==> config.mk <==
export PLATFORM = sky130hd
export DESIGN_NAME = reg8_arbiter_flat
export DESIGN_NICKNAME = d
export VERILOG_FILES = /design/src/rtl/reg8_arbiter_if.sv /design/src/rtl/reg8_arbiter.sv /design/src/flat_wrapper.sv
export SDC_FILE = /design/constraint.sdc
export NUM_CORES = 1
export LEC_CHECK = 0
export BUFFER_PORTS_ARGS = -buffer_cell sky130_fd_sc_hd__buf_2
export CAP_MARGIN = 20
export CELL_PAD_IN_SITES_DETAIL_PLACEMENT = 1
export CELL_PAD_IN_SITES_GLOBAL_PLACEMENT = 1
export CORE_MARGIN = 2
export CORE_UTILIZATION = 31
export CTS_CLUSTER_SIZE = 28
export DETAILED_ROUTE_END_ITERATION = 8
export GPL_TIMING_DRIVEN = 0
export PLACE_DENSITY = 0.9
export SYNTH_ARGS = -nofsm -noshare
export SYNTH_HDL_FRONTEND = slang
export SYNTH_SLANG_ARGS = --single-unit
==> constraint.sdc <==
create_clock -name Clk -period 1.57 [get_ports Clk]
set_input_delay 0.157 -clock Clk [delete_from_list [all_inputs] [get_ports Clk]]
set_output_delay 0.157 -clock Clk [all_outputs]
set_load 0.005 [all_outputs]
==> src/rtl/reg8_arbiter_if.sv <==
// Requester-side handshake bundle for reg8_arbiter: two req/ack channels plus shared read data and busy.
interface reg8_arbiter_if #(
    parameter int ADDR_W = 2
);
    logic              req_a;
    logic              we_a;
    logic [ADDR_W-1:0] addr_a;
    logic [7:0]        wdata_a;
    logic              req_b;
    logic              we_b;
    logic [ADDR_W-1:0] addr_b;
    logic [7:0]        wdata_b;
    logic              ack_a;
    logic              ack_b;
    logic [7:0]        rdata;
    logic              busy;

    modport master (
        output req_a, we_a, addr_a, wdata_a,
        output req_b, we_b, addr_b, wdata_b,
        input  ack_a, ack_b, rdata, busy
    );

    modport slave (
        input  req_a, we_a, addr_a, wdata_a,
        input  req_b, we_b, addr_b, wdata_b,
        output ack_a, ack_b, rdata, busy
    );
endinterface

==> src/rtl/reg8_arbiter.sv <==
// Round-robin arbiter sharing a bank of NREG 8-bit enable-load registers between requesters A and B.
module reg8_arbiter #(
    parameter int NREG   = 4,
    parameter int ADDR_W = 2
) (
    input  logic              Clk,
    input  logic              Res,
    reg8_arbiter_if.slave     bus,
    output logic [NREG-1:0]   reg_en,
    output logic [7:0]        reg_din,
    input  logic [8*NREG-1:0] reg_q
);

    typedef enum logic [1:0] {
        IDLE,
        ACCESS,
        ACK
    } state_t;

    state_t            state;
    state_t            state_nx;
    logic              grant;
    logic              grant_b;
    logic              win_b;
    logic              lat_we;
    logic [ADDR_W-1:0] lat_addr;
    logic [7:0]        lat_wdata;
    logic              last_b;
    logic [7:0]        rdata_q;

    always_ff @(posedge Clk or negedge Res) begin
        if (!Res) begin
            state     <= IDLE;
            win_b     <= 1'b0;
            lat_we    <= 1'b0;
            lat_addr  <= '0;
            lat_wdata <= 8'h00;
            last_b    <= 1'b1;
            rdata_q   <= 8'h00;
        end else begin
            state <= state_nx;
            if (grant) begin
                win_b     <= grant_b;
                lat_we    <= grant_b ? bus.we_b    : bus.we_a;
                lat_addr  <= grant_b ? bus.addr_b  : bus.addr_a;
                lat_wdata <= grant_b ? bus.wdata_b : bus.wdata_a;
                last_b    <= grant_b;
            end
            // Read data is taken from the bank at the end of ACCESS and held until the next read.
            if (state == ACCESS && !lat_we) begin
                rdata_q <= reg_q[{lat_addr, 3'b000} +: 8];
            end
        end
    end

    always_comb begin
        state_nx  = state;
        grant     = 1'b0;
        grant_b   = 1'b0;
        reg_en    = '0;
        reg_din   = lat_wdata;
        bus.ack_a = 1'b0;
        bus.ack_b = 1'b0;
        bus.busy  = (state != IDLE);
        bus.rdata = rdata_q;
        case (state)
            IDLE: begin
                // On a tie the requester not served last wins.
                if (bus.req_a || bus.req_b) begin
                    grant    = 1'b1;
                    grant_b  = bus.req_b && (!bus.req_a || !last_b);
                    state_nx = ACCESS;
                end
            end
            ACCESS: begin
                if (lat_we) begin
                    reg_en[lat_addr] = 1'b1;
                end
                state_nx = ACK;
            end
            ACK: begin
                bus.ack_a = !win_b;
                bus.ack_b = win_b;
                state_nx  = IDLE;
            end
            default: state_nx = IDLE;
        endcase
    end

endmodule

==> src/flat_wrapper.sv <==
// flat-port wrapper written by rule: the top's interface ports become plain ports
module reg8_arbiter_flat 
#(
    parameter int NREG   = 4,
    parameter int ADDR_W = 2
)
  (Clk, Res, reg_en, reg_din, reg_q, bus_req_a, bus_we_a, bus_addr_a, bus_wdata_a, bus_req_b, bus_we_b, bus_addr_b, bus_wdata_b, bus_ack_a, bus_ack_b, bus_rdata, bus_busy);
  reg8_arbiter_if #(.ADDR_W(ADDR_W)) bus_i ();
  input  logic Clk;
  input  logic Res;
  output logic [NREG-1:0] reg_en;
  output logic [7:0] reg_din;
  input  logic [8*NREG-1:0] reg_q;
  input wire logic [$bits(bus_i.req_a)-1:0] bus_req_a;
  input wire logic [$bits(bus_i.we_a)-1:0] bus_we_a;
  input wire logic [$bits(bus_i.addr_a)-1:0] bus_addr_a;
  input wire logic [$bits(bus_i.wdata_a)-1:0] bus_wdata_a;
  input wire logic [$bits(bus_i.req_b)-1:0] bus_req_b;
  input wire logic [$bits(bus_i.we_b)-1:0] bus_we_b;
  input wire logic [$bits(bus_i.addr_b)-1:0] bus_addr_b;
  input wire logic [$bits(bus_i.wdata_b)-1:0] bus_wdata_b;
  output wire logic [$bits(bus_i.ack_a)-1:0] bus_ack_a;
  output wire logic [$bits(bus_i.ack_b)-1:0] bus_ack_b;
  output wire logic [$bits(bus_i.rdata)-1:0] bus_rdata;
  output wire logic [$bits(bus_i.busy)-1:0] bus_busy;
  assign bus_i.req_a = bus_req_a;
  assign bus_i.we_a = bus_we_a;
  assign bus_i.addr_a = bus_addr_a;
  assign bus_i.wdata_a = bus_wdata_a;
  assign bus_i.req_b = bus_req_b;
  assign bus_i.we_b = bus_we_b;
  assign bus_i.addr_b = bus_addr_b;
  assign bus_i.wdata_b = bus_wdata_b;
  assign bus_ack_a = bus_i.ack_a;
  assign bus_ack_b = bus_i.ack_b;
  assign bus_rdata = bus_i.rdata;
  assign bus_busy = bus_i.busy;
  reg8_arbiter #(.NREG(NREG), .ADDR_W(ADDR_W)) u_core (.Clk(Clk), .Res(Res), .bus(bus_i), .reg_en(reg_en), .reg_din(reg_din), .reg_q(reg_q));
endmodule
== Yosys cells after proc, flatten, opt, wreduce, memory -nomap -nowiden ==
Cells that the tools add are included.
Word-level totals
  word-level logic and storage cells: 39
  register bits: 23
  output and inout port bits: 23
Operators by class
  equal/unequal tests: 3
  order comparisons: 2
  shift operators: 1
  multiplexer cells: 15
  reduce and logical (&&, ||, !) cells: 11
Operators by type and width (number)
  indexed part select 32 x 6 -> 8 bit: 1
  two-way mux 1 bit: 8
  two-way mux 4 bit: 2
  two-way mux 8 bit: 1
  logical NOT 1 bit: 4
  two-way mux 2 bit: 2
  one-hot mux 2 bit (2 select lines): 1
  logical AND 1 bit: 3
  less-than comparator 2 x 3 -> 1 bit (second input constant): 1
  demux 1 bit (select 2 bit): 1
  equality test 2 x 1 -> 1 bit (second input constant): 1
  equality test 2 bit (second input constant): 1
  >= comparator 2 x 1 -> 1 bit (second input constant): 1
  logical NOT 2 bit: 1
  logical OR 1 bit: 2
  != test 2 x 1 -> 1 bit (second input constant): 1
  nonzero test 2 bit: 1

== Longest topological paths before layout ==
Gate-level depths: netlist (run 1).
  depth after elaboration: 6
  mapped depth: 5

== Worst setup path before layout (run 1) ==
OpenSTA, ideal clock, no wires.
  path type: register to register
  start point: reg u_core.lat_addr[0]
  end point: reg u_core.rdata_q[3], in the netlist u_core.bus.rdata[3]
  setup time: 0.125 ns
  arrival time: 1.302 ns
  cell stages (with the launch flop): 4
  path slack: 0.143 ns
  buffers on the path: 1
  period minus slack after synthesis: 1.427 ns
  required time: 1.445 ns
  cells stage by stage: dfrtp_1 buf_6 mux4_2 mux2_4
On the way
  word-level cells in the longest chain between the ends: 1
RTL lines
  start, declared: line reg8_arbiter.sv:26  | logic [ADDR_W-1:0] lat_addr;
  start signal, assigned: line reg8_arbiter.sv:45  | lat_addr <= grant_b ? bus.addr_b : bus.addr_a;
  indexed part select 32 x 6 -> 8 bit: line reg8_arbiter.sv:51  | rdata_q <= reg_q[{lat_addr, 3'b000} +: 8];
  end signal, assigned: line reg8_arbiter.sv:51
  end, declared: line reg8_arbiter.sv:29  | logic [7:0] rdata_q;
No other way between the ends.
A chain may end at the register's enable or synchronous reset.

== Worst setup path in the final report (run 1) ==
  start point: reg u_core.lat_addr[0]
  end point: reg u_core.rdata_q[4], in the netlist u_core.bus.rdata[4]
Same word-level chain as after synthesis.

==> results.cfg, run 1 <==
[critical_path]
crit_path_cell_trace = buf_6, mux4_2, mux2_4
cp.depth = 3
worst-path-buf-inv = 1
reg2reg_depth = 3
critical_path.max_fanout = 10
regToRegStartpoint = u_core.lat_addr[0]
slowest_delay_ps = 530
crit_path_start_kind = flop
r2r-end = u_core.bus.rdata[4]
crit_type = flop to flop
slowest_stage = mux4_2
cp_top_family = multiplexers
cp.arrival_ps = 1660
end_kind = flop
worstPathRequired_ps = 1730
worst-r2r-setup-slack_ps = 60

[yosys]
synth_nets = 171
ys.warnings.count = 0
syn_avg_cell_area_um2 = 11.53
ys_seq_elements = 23
synth_flop_cell = dfrtp_1
synthesis.area_um2 = 1302
synth_cell_types = 25
synthArstFlopShare = 1.000
synth-edff-count = 0
syn_inst = 113
ys_seq_area_frac = 0.4428

[floorplan]
row_count = 23
chipWidth_um = 68.82
chipHeight_um = 68.82
core_area_um2 = 4029
num_io_pins = 81
start_util = 0.3233
die-area_um2 = 4736

[routing]
dr.pass1.iters = 4
routedWlPerCell_um = 17.31
remaining_drc_errors = 0
dr_total_vias = 1295
antenna_left = 0
routed_wl_um = 4276
drtIter0Drc = 15
routed_via_density = 5.243

[global_routing]
antenna_found_initial = 0
grtUsageMet2 = 0.3353
grt_pass1_wl_um = 6127
grt_pass1_vias = 1364
grt_util_all_layers = 0.1775
grt_start_max_net_pins = 24
busiest_layer = met2
grt_util_met1 = 0.1974
grt_use_met3 = 0.02922
overflow = 0

[clock_tree]
root_buffer = clkbuf_8
cts_tree = done
clock_sinks = 23
path_clk_slew_ps = 90
clock_latency_ps = 270
post_cts_buffers = 0
cts.path.max_buffers = 2
htree_num_levels = 1
numCtsBuffers = 3

[placement]
port_buffers = 80
place_hpwl_um = 3345
place_congestion = 0.6943
dp.cells = 243

[sta]
setup_viol = 0
fin_crit_sh = 0.9609
relSlewSlack = 0.6492
skew_ps = 3.882
final_max_slew_viol_count = 0
hold_viol = 0
tightest_slew_ps = 526.2
period_minus_slack_ps = 1509
timing.hold.ws_ps = 148.6
rsz0062_at_grt = false
fin_tns_setup_ps = 0
clock.fmax_mhz = 662.9

[layout]
syn_to_final_growth_pct = 40.35
antenna_cells = 0
drive_gt1_frac = 0.5482
nets = 256
fill_cells = 481
final_cells = 247
final_core_util = 0.4537

[run_status]
status = complete, no violations

[flow_run]
cap_violations = 0

[hold_path]
whs_path_depth = 3
hold_path_end = u_core.reg_din[1]
hold_path.class = primary input to flop
hp-start = bus_wdata_b[1]

[pwr]
power.leakage_nw = 0.9324
power.density_nw_per_um2 = 1745
peakVddDrop_v = 0.0004086
[per-layer routing]
layer | share of wire | routed length, um | vias up
met4 | 0.015 | 63 | 0
met2 | 0.49 | 2116 | 66
met5 | 0 | 0 | -
li1 | - | - | 598
met1 | 0.40 | 1691 | 625
met3 | 0.095 | 405 | 6
[worst reg2reg max path, cell delays in order (launching register included)]
cell and delay, ps:
dfrtp_2 420, buf_6 170, mux4_2 530, mux2_4 270
[power by group]
group	internal, W	switching [W]
Sequential	0.000917	0.000203
Clock	0.000180	0.000201
Combinational	0.000885	0.000805
[synth_stat cells, types with 2 or more instances]
cell type	number	area share
nor2b_1	2	0.0096
nor3b_1	2	0.012
clkbuf_1	5	0.014
nor2_1	4	0.012
o21ai_0	11	0.042
a21o_1	2	0.012
and3b_1	2	0.013
o311ai_1	8	0.054
dfrtp_1	22	0.42
buf_2	2	0.0077
mux4_1	3	0.061
nand2_1	3	0.0086
mux4_2	5	0.086
inv_1	13	0.037
mux2_2	3	0.026
nand4_1	11	0.053
mux2_4	5	0.058
o311ai_0	3	0.020
[kinds of logic after synthesis]
logic type,count (synthesis),synth area share
AOI/OAI and AO/OA,25,0.1316
buffers and inverters,23,0.07685
DFF,23,0.4428
muxes,16,0.2305
and+or+nand+nor,26,0.1182
[sequential cells by signal (all words and copies together) (netlist names)]
register,flops
u_core.bus.rdata,8
u_core.last_b,1
u_core.lat_addr,2
u_core.lat_we,1
u_core.reg_din,8
u_core.state,2
u_core.win_b,1
[repair_timing]
| item | CTS | global route |
|---|---|---|
| resized for setup | 2 | 4 |
| endpoints found under the setup margin | 8 | 8 |
| endpoints found under the hold margin | 22 | 0 |
| hold buffers | 1 | 0 |
[per-stage QoR]
stage               setup slack (ps)  cell area [um^2]  power [W]
finish                         61.42              1828   0.003191
global route                   7.515              1828   0.003436
CTS                            7.737              1828   0.003234
detailed placement            -29.59              1765   0.002822
global placement               23.68              1765   0.002748
floorplan                      143.3              1303   0.002181
[area by class of cell]
type | instances | area (um^2) | area share
Buffer | 9 | 50.05 | 0.02738
Clock buffer | 3 | 41.29 | 0.02259
Clock inverter | 1 | 7.507 | 0.004107
Inverter | 13 | 48.80 | 0.02669
Multi-Input combinational cell | 67 | 629.4 | 0.3443
Sequential cell | 23 | 578.1 | 0.3162
Tap cell | 50 | 62.56 | 0.03422
Timing Repair Buffer | 81 | 410.4 | 0.2245
[cell usage in the layout, fill, tap and decap left out, types with 2 or more instances in the layout]
| cell | count |
|---|---|
| nand2_1 | 3 |
| nor2b_1 | 2 |
| mux2_4 | 5 |
| clkbuf_1 | 3 |
| o21ai_0 | 11 |
| nand4_1 | 11 |
| clkbuf_8 | 3 |
| mux4_1 | 3 |
| inv_1 | 13 |
| mux2_2 | 3 |
| buf_2 | 83 |
| dfrtp_1 | 21 |
| a21o_1 | 2 |
| mux4_2 | 5 |
| o311ai_0 | 3 |
| nor2_1 | 3 |
| o311ai_1 | 8 |
| nor3b_1 | 2 |
[worst max path at each step]
stage                             startpoint                   to  slack (ps)
after floorplan           u_core.lat_addr[0]  u_core.bus.rdata[3]         140
after global placement    u_core.lat_addr[1]  u_core.bus.rdata[6]          20
after detailed placement  u_core.lat_addr[1]  u_core.bus.rdata[4]         -30
after CTS                    u_core.state[0]             bus_busy           8
after global routing         u_core.state[1]            reg_en[0]           8
final                     u_core.lat_addr[0]  u_core.bus.rdata[4]          60
Power figures use the tool's default switching activity.
==> run 2, diff against run 1 <==
- BUFFER_PORTS_ARGS: -buffer_cell sky130_fd_sc_hd__buf_2 -> -buffer_cell sky130_fd_sc_hd__buf_4
- CORE_MARGIN: 2 -> 1.5
==> run 2 against run 1 <==
Against the previous run: critical path depth is 1 higher; final cell count is 0.40% higher; die area is 2.9% lower; non-clock buffer count is 1 higher; utilization is 5.2 points higher; register-to-register slack worse by 20 ps; sequential power hardly changed; maximum frequency is 1.4% lower; via count is 0.77% higher; critical endpoint is now u_core.bus.rdata[2]; largest cell class is now buffers.
==> results.cfg, run 2 (synthesis gave the netlist of run 1 again) <==
[floorplan]
chipWidth_um = 67.82
row_count = 23
chipHeight_um = 67.82
core_area_um2 = 4029
start_util = 0.3233
die-area_um2 = 4600
num_io_pins = 81

[layout]
drive_gt1_frac = 0.5455
regArea_um2 = 578.1
final_area_um2 = 2038
fill_cells = 450
final_core_util = 0.5059
syn_to_final_growth_pct = 56.48
nets = 257
multi_input_area_um2 = 639.4
antenna_cells = 0
layout.cells.most_common = buf_4
final_cell_mix = 81 x buf_4, 21 x dfrtp_1, 13 x inv_1

[placement]
place_ws_ps = -35.32
place_congestion = 0.7350
port_buffers = 80
place_hpwl_um = 3491
placed_cell_area_um2 = 1966

[sta]
final_max_slew_viol_count = 0
setup_viol = 0
relSlewSlack = 0.6872
fin_tns_setup_ps = 0
period_minus_slack_ps = 1529
clock.fmax_mhz = 653.9
hold_viol = 0
fin_crit_sh = 0.9741
layout_setup_ws_ps = 40.65
skew_ps = 2.597
tightest_slew_ps = 469.1

[critical_path]
crit_path_cell_trace = nor2b_1, nor2b_1, buf_4, mux2_2
worst-path-buf-inv = 1
critical_path.max_fanout = 8
end_kind = flop
crit_type = flop to flop
slowest_stage = dfrtp_1
crit_path_start_kind = flop
slowest_delay_ps = 450
cp.arrival_ps = 1670
cpMostUsedCell = nor2b_1
worstPathRequired_ps = 1710
cp_top_family = flip-flops

[clock_tree]
htree_num_levels = 1
path_clk_slew_ps = 80
post_cts_buffers = 0
cts.path.max_buffers = 2
clock_latency_ps = 260
cts_tree = done
numCtsBuffers = 3
clock_sinks = 23
root_buffer = clkbuf_8

[global_routing]
antenna_found_initial = 0
grt_start_max_net_pins = 24
grt_pass1_wl_um = 6672
grt_pass1_vias = 1469
overflow = 0
grt_util_all_layers = 0.1949

[pwr]
peakVddDrop_v = 0.0006387
finalPower_w = 0.003419
power.density_nw_per_um2 = 1677
power.leakage_nw = 1.000

[routing]
routed_wl_um = 4402
antenna_left = 0
routedWlPerCell_um = 17.75
routed_via_density = 5.262
remaining_drc_errors = 0
dr_total_vias = 1305
drtIter0Drc = 19
dr.pass1.iters = 2

[run_status]
status = complete, no violations

[flow_run]
cap_violations = 0

[hold_path]
hold_path.class = primary input to flop
run 2: final timing paths:
| kind | depth (start not counted) | end | slack (ps) | start |
|---|---|---|---|---|
| setup reg to reg | 4 | u_core.bus.rdata[2] | 40 | u_core.state[0] |
| hold / removal | 3 | u_core.reg_din[1] | 160 | bus_wdata_b[1] |
| hold reg to reg | 1 | u_core.last_b | 510 | u_core.last_b |
| min in group asynchronous | 2 | u_core.bus.rdata[3] | 350 | Res |
| setup / recovery | 4 | u_core.bus.rdata[2] | 40 | u_core.state[0] |
| max in group asynchronous | 2 | u_core.last_b | 940 | Res |
run 2: final cells by class:
type,count,area share
plain buffers,10,0.02640
clock buffers,4,0.02210
inverters,13,0.02394
multi-input cells,67,0.3137
flip-flops and latches,23,0.2836
well taps,50,0.03069
repair buffers,81,0.2996
run 2: timing repair:
| action | 4_1_cts | 5_1_grt |
|---|---|---|
| gates resized for setup | 3 | 4 |
| setup endpoints to repair | 9 | 13 |
| hold buffers | 1 | 0 |
| endpoints found under the hold margin | 22 | 0 |
run 2: metal layers:
layer | wire, um | global-route usage | part of all wire | vias up
li1 | - | - | - | 601
met1 | 1528 | 0.1908 | 0.35 | 641
met2 | 2380 | 0.4007 | 0.54 | 59
met3 | 450 | 0.04441 | 0.10 | 4
met4 | 42 | 0.05250 | 0.0095 | 0
met5 | 0 | 0 | 0 | -
run 2: power by group:
group / total, W / switching (W) / internal, W
registers: 0.00115 / 0.000230 / 0.000917
logic: 0.00192 / 0.000842 / 0.00107
clock network: 0.000355 / 0.000175 / 0.000181
total: 0.00342 / 0.00125 / 0.00217
run 2: through the flow:
stage / instances / hold WS (ps)
after CTS: 248 / 166.2
after global placement: 243 / 66.38
after detailed placement: 243 / 65.23
after floorplan: 113 / -138.6
after global routing: 248 / 187.2
final: 248 / 164.8
run 2: worst reg2reg max path: stages (launching register included):
cell and delay (ps):
dfrtp_1 450, nor2b_1 220, nor2b_1 180, buf_4 210, mux2_2 360
